--- src/rtl/score_accumulator.sv ---
// score_accumulator: edge-detected, lockout-gated 4-digit BCD score with saturation and best tracking
module score_accumulator #(
  parameter int MIN_GAP = 16
) (
  input  logic        i_clk,
  input  logic        i_reset,
  input  logic        i_score,
  input  logic        i_enable,
  input  logic        i_clear,
  output logic [15:0] o_score_bcd,
  output logic [15:0] o_best_bcd,
  output logic        o_new_best,
  output logic        o_saturated
);
  typedef enum logic {IDLE, LOCKOUT} state_t;
  state_t      r_state, w_state_nx;
  logic        r_s_q;
  logic [9:0]  r_gap, w_gap_nx;
  logic [15:0] w_inc, w_score_nx;
  logic [4:0]  w_c;
  logic        w_event, w_accept;
  assign w_event = i_score & ~r_s_q;
  assign w_c[0]  = 1'b1;
  for (genvar d = 0; d < 4; d++) begin : g_digit
    assign w_inc[4*d+:4] = w_c[d] ? (o_score_bcd[4*d+:4] == 4'd9 ? 4'd0 : o_score_bcd[4*d+:4] + 4'd1)
                                  : o_score_bcd[4*d+:4];
    assign w_c[d+1] = w_c[d] & (o_score_bcd[4*d+:4] == 4'd9);
  end
  assign w_score_nx = (o_score_bcd == 16'h9999) ? o_score_bcd : w_inc;
  always_comb begin
    w_state_nx = r_state;
    w_gap_nx   = r_gap;
    w_accept   = 1'b0;
    if (i_clear) begin
      w_state_nx = IDLE;
      w_gap_nx   = '0;
    end else if (r_state == IDLE) begin
      w_accept = w_event & i_enable;
      if (w_accept && MIN_GAP > 1) begin
        w_state_nx = LOCKOUT;
        w_gap_nx   = 10'(MIN_GAP - 1);
      end
    end else begin
      w_state_nx = (r_gap <= 10'd1) ? IDLE : LOCKOUT;
      w_gap_nx   = (r_gap <= 10'd1) ? 10'd0 : r_gap - 10'd1;
    end
  end
  always_ff @(posedge i_clk or posedge i_reset) begin
    if (i_reset) begin
      r_state     <= IDLE;
      r_gap       <= '0;
      r_s_q       <= 1'b0;
      o_score_bcd <= '0;
      o_saturated <= 1'b0;
      o_best_bcd  <= '0;
      o_new_best  <= 1'b0;
    end else begin
      r_state <= w_state_nx;
      r_gap   <= w_gap_nx;
      r_s_q   <= i_score;
      if (i_clear) begin
        o_score_bcd <= '0;
        o_saturated <= 1'b0;
      end else if (w_accept) begin
        o_score_bcd <= w_score_nx;
        o_saturated <= (w_score_nx == 16'h9999);
      end
      // BCD words order the same as binary, so a plain compare tracks the maximum one cycle behind
      o_new_best <= (o_score_bcd > o_best_bcd);
      if (o_score_bcd > o_best_bcd) o_best_bcd <= o_score_bcd;
    end
  end
endmodule

--- config.mk ---
export PLATFORM = sky130hd
export DESIGN_NAME = score_accumulator
export DESIGN_NICKNAME = d
export VERILOG_FILES = /design/src/rtl/score_accumulator.sv
export SDC_FILE = /design/constraint.sdc
export NUM_CORES = 1
export LEC_CHECK = 0
export BUFFER_PORTS_ARGS = -buffer_cell sky130_fd_sc_hd__buf_4
export CORE_AREA = 2 2 98 62
export DETAILED_ROUTE_END_ITERATION = 8
export DIE_AREA = 0 0 100 64
export GPL_TIMING_DRIVEN = 0
export MAX_ROUTING_LAYER = met4
export PLACE_DENSITY = 0.68
export SKIP_LAST_GASP = 1
export SYNTH_ARGS = -nofsm -noshare
export SYNTH_HDL_FRONTEND = slang
export SYNTH_SLANG_ARGS = --single-unit
--- constraint.sdc ---
create_clock -name i_clk -period 5.05 [get_ports i_clk]
set_clock_uncertainty 0.05 [all_clocks]
set_input_delay 0.2525 -clock i_clk [delete_from_list [all_inputs] [get_ports i_clk]]
set_output_delay 0.2525 -clock i_clk [all_outputs]
set_load 0.05 [all_outputs]
==> run summary <==
Post-synth EDFFs: 0
Syn nets: 300
Antenna viol nets, final: 0
Yosys warns: 0
Post-CTS Hold Fix Bufs: 1
Final period utilization: 0.556
FFs w/ async S/R, synth: 1.00
Placer Congestion: 0.816
Clock transition at the registers of the reported paths: 0.08 ns
Required time of the critical path: 5.18 ns
Drt total wl: 6130 um
Clk root buf: clkbuf_8
Cell count after synthesis: 277
Total die area: 0.00640 sq mm
CP Capture Type: register
Slew Limit Fails: 0
Slew HR: 0.671
Lkg Pwr: 1.53 nW
Number of nets in the layout: 347
Slew @ Worst Pin: 0.494 ns
Finished Core Util: 0.583
Crit path kind: reg2reg
Setup TNS: 0 ns
#FFs+latches synth: 46
DRT iter0 DRCs: 142
Drt drc: 0
Fin. Hold Viols: 0
Peak supply drop: 0.000113 V
Global Route Usage Sum: 0.219
Setup Buffers After CTS: 0
Setup violators final: 0
Crit-path max FO: 10
Number of antenna violations at the first check in global routing: 0
Proportion of layout cells with a drive suffix above 1: 0.180
DP HPWL: 4610 um
Most used DFF post-synth: dfrtp_1
Largest net degree at the start of global routing: 40
Cell variety after synth: 58
DP Cell Count: 385
DR vias: 2,221
Maximum buffer depth of the clock tree: 2
Vias in the first global route: 2,134
RSZ-0062 raised after global routing: no
H-tree depth: 2
Register area share after synthesis: 0.426
Status: complete, no violations
Crit path arrival time: 2.94 ns
CTS sink count: 46
Power density over the cells: 246 mW/mm^2
Std-Cell Rows: 21
Filler instances: 497
Drt wl/cell: 15.6 um
Vias per std cell: 5.67
HP Class: in2reg
I/O Buffers: 38
Global-route wire length before repair: 10,600 um
Crit start category: register
Final min period: 2.81 ns
Count of non-filler cells in the finished layout: 392
Achievable frequency: 356 MHz
Total CTS buffers: 5
Maxcap violations: 0
Post-CTS sizing: 0
Clk Latency, worst-skew pair: 0.30 ns
CTS tree: built
1st-pass router iterations: 4
Diodes inserted: 0
Mapped Area: 0.00270 sq mm
Core Area: 0.00547 sq mm
Top-level I/O count: 39
Die X: 100 um
Die height: 64 um
Gr ovfl total: 0
Syn avg cell area: 9.75 sq um
Synthesis-to-layout area growth: 17.9%
Starting Density: 0.494
## area by class of cell
| class | count | area, sq um | area share |
|---|---|---|---|
| Multi-Input combinational cell | 194 | 1400 | 0.438 |
| Sequential cell | 46 | 1150 | 0.361 |
| Timing Repair Buffer | 40 | 315 | 0.0990 |
| Inverter | 26 | 97.6 | 0.0306 |
| Tap cell | 69 | 86.3 | 0.0271 |
| Clock buffer | 6 | 82.6 | 0.0259 |
| Buffer | 11 | 56.3 | 0.0177 |
## flip-flops by register name (all words and copies together), names as in the netlist
signal       count
o_best_bcd      16
r_state          1
o_new_best       1
o_score_bcd     16
r_s_q            1
r_gap           10
o_saturated      1
## cells in the final DEF, fill, tap and decap left out, types with 7 or more instances in the layout
master,netlist,final
o21ai_0,7,7
o21ai_1,8,8
mux2_1,11,11
nand2_1,21,21
a21oi_1,16,16
dfrtp_1,46,46
buf_4,1,39
inv_1,25,24
ha_1,18,18
nor3_1,9,9
nor2_1,20,20
## path summary, 6_finish.rpt
kind                           startpoint  cells past startpoint  slack, ns             end
setup reg to reg           o_score_bcd[9]                      8       2.24   o_best_bcd[3]
hold reg to reg                  r_gap[6]                      1       0.46        r_gap[6]
min in group asynchronous         i_reset                      3       0.37           r_s_q
max in group asynchronous         i_reset                      4       4.11  o_score_bcd[1]
hold / removal                    i_score                      1       0.03           r_s_q
setup / recovery           o_score_bcd[9]                      8       2.24   o_best_bcd[3]
## logic make-up after synthesis
logic type,after synthesis,share of synthesized area
AOI/OAI and AO/OA,61,0.158
and+or+nand+nor,93,0.191
xor gates and xnor gates,5,0.0162
adders and majority gates,18,0.0834
buffers and inverters,37,0.0570
muxes,17,0.0681
DFF,46,0.426
## report_power, final
part	total [W]	leakage (nW)	switching, W	internal (W)
Combinational	0.000168	0.855	0.000105	0.0000627
Clock	0.000225	0.0431	0.000119	0.000106
Sequential	0.000390	0.636	0.0000106	0.000380
## cell usage after synthesis, types with 2 or more instances
| master | count | area share |
|---|---|---|
| o21ai_1 | 8 | 0.015 |
| buf_2 | 3 | 0.0056 |
| nand2_1 | 21 | 0.029 |
| nor2_1 | 20 | 0.028 |
| o41ai_1 | 2 | 0.0065 |
| nand3_1 | 5 | 0.0093 |
| a211o_1 | 2 | 0.0065 |
| a21o_1 | 4 | 0.011 |
| clkbuf_1 | 6 | 0.0083 |
| nor4_1 | 3 | 0.0069 |
| mux2i_1 | 6 | 0.022 |
| nor2b_1 | 5 | 0.012 |
| o211ai_1 | 2 | 0.0056 |
| a211oi_1 | 3 | 0.0083 |
| o21ai_0 | 7 | 0.013 |
| o2111ai_1 | 2 | 0.0065 |
| a21oi_1 | 16 | 0.030 |
| and3_1 | 2 | 0.0046 |
| nor3b_1 | 2 | 0.0056 |
| inv_1 | 25 | 0.035 |
| nand4_1 | 5 | 0.012 |
| nor3_1 | 9 | 0.017 |
| o31ai_1 | 4 | 0.011 |
| mux2_1 | 11 | 0.046 |
| and4bb_1 | 3 | 0.014 |
| ha_1 | 18 | 0.083 |
| and2_1 | 2 | 0.0046 |
| nand3b_1 | 2 | 0.0056 |
| xor2_1 | 4 | 0.013 |
| dfrtp_1 | 46 | 0.43 |
| or3_1 | 2 | 0.0046 |
## per-stage QoR
| step | worst slack, ns | cell area, sq um | total power [W] | hold WS [ns] |
|---|---|---|---|---|
| final | 2.24 | 3190 | 0.000783 | 0.0309 |
| after detailed placement | 2.24 | 3090 | 0.000566 | 0.139 |
| after global placement | 2.30 | 3070 | 0.000561 | 0.336 |
| after floorplan | 2.43 | 2700 | 0.000519 | 0.234 |
| after CTS | 2.23 | 3190 | 0.000789 | 0.0249 |
| after global routing | 2.06 | 3190 | 0.000829 | 0.0152 |
## routing by layer
layer | track usage | routed length (um)
met1 | 0.337 | 3340
met2 | 0.289 | 2380
met3 | 0.0438 | 343
met4 | 0.0651 | 74
met5 | - | 0
## worst max-delay path, stage by stage, from the launching register on
cell	delay (ns)
dfrtp_1	0.50
ha_1	0.36
nand4_1	0.15
nor4_1	0.34
a21boi_1	0.27
o31a_1	0.17
buf_2	0.23
buf_4	0.27
mux2_1	0.34
Note: power is estimated with default switching activity, not from simulation.
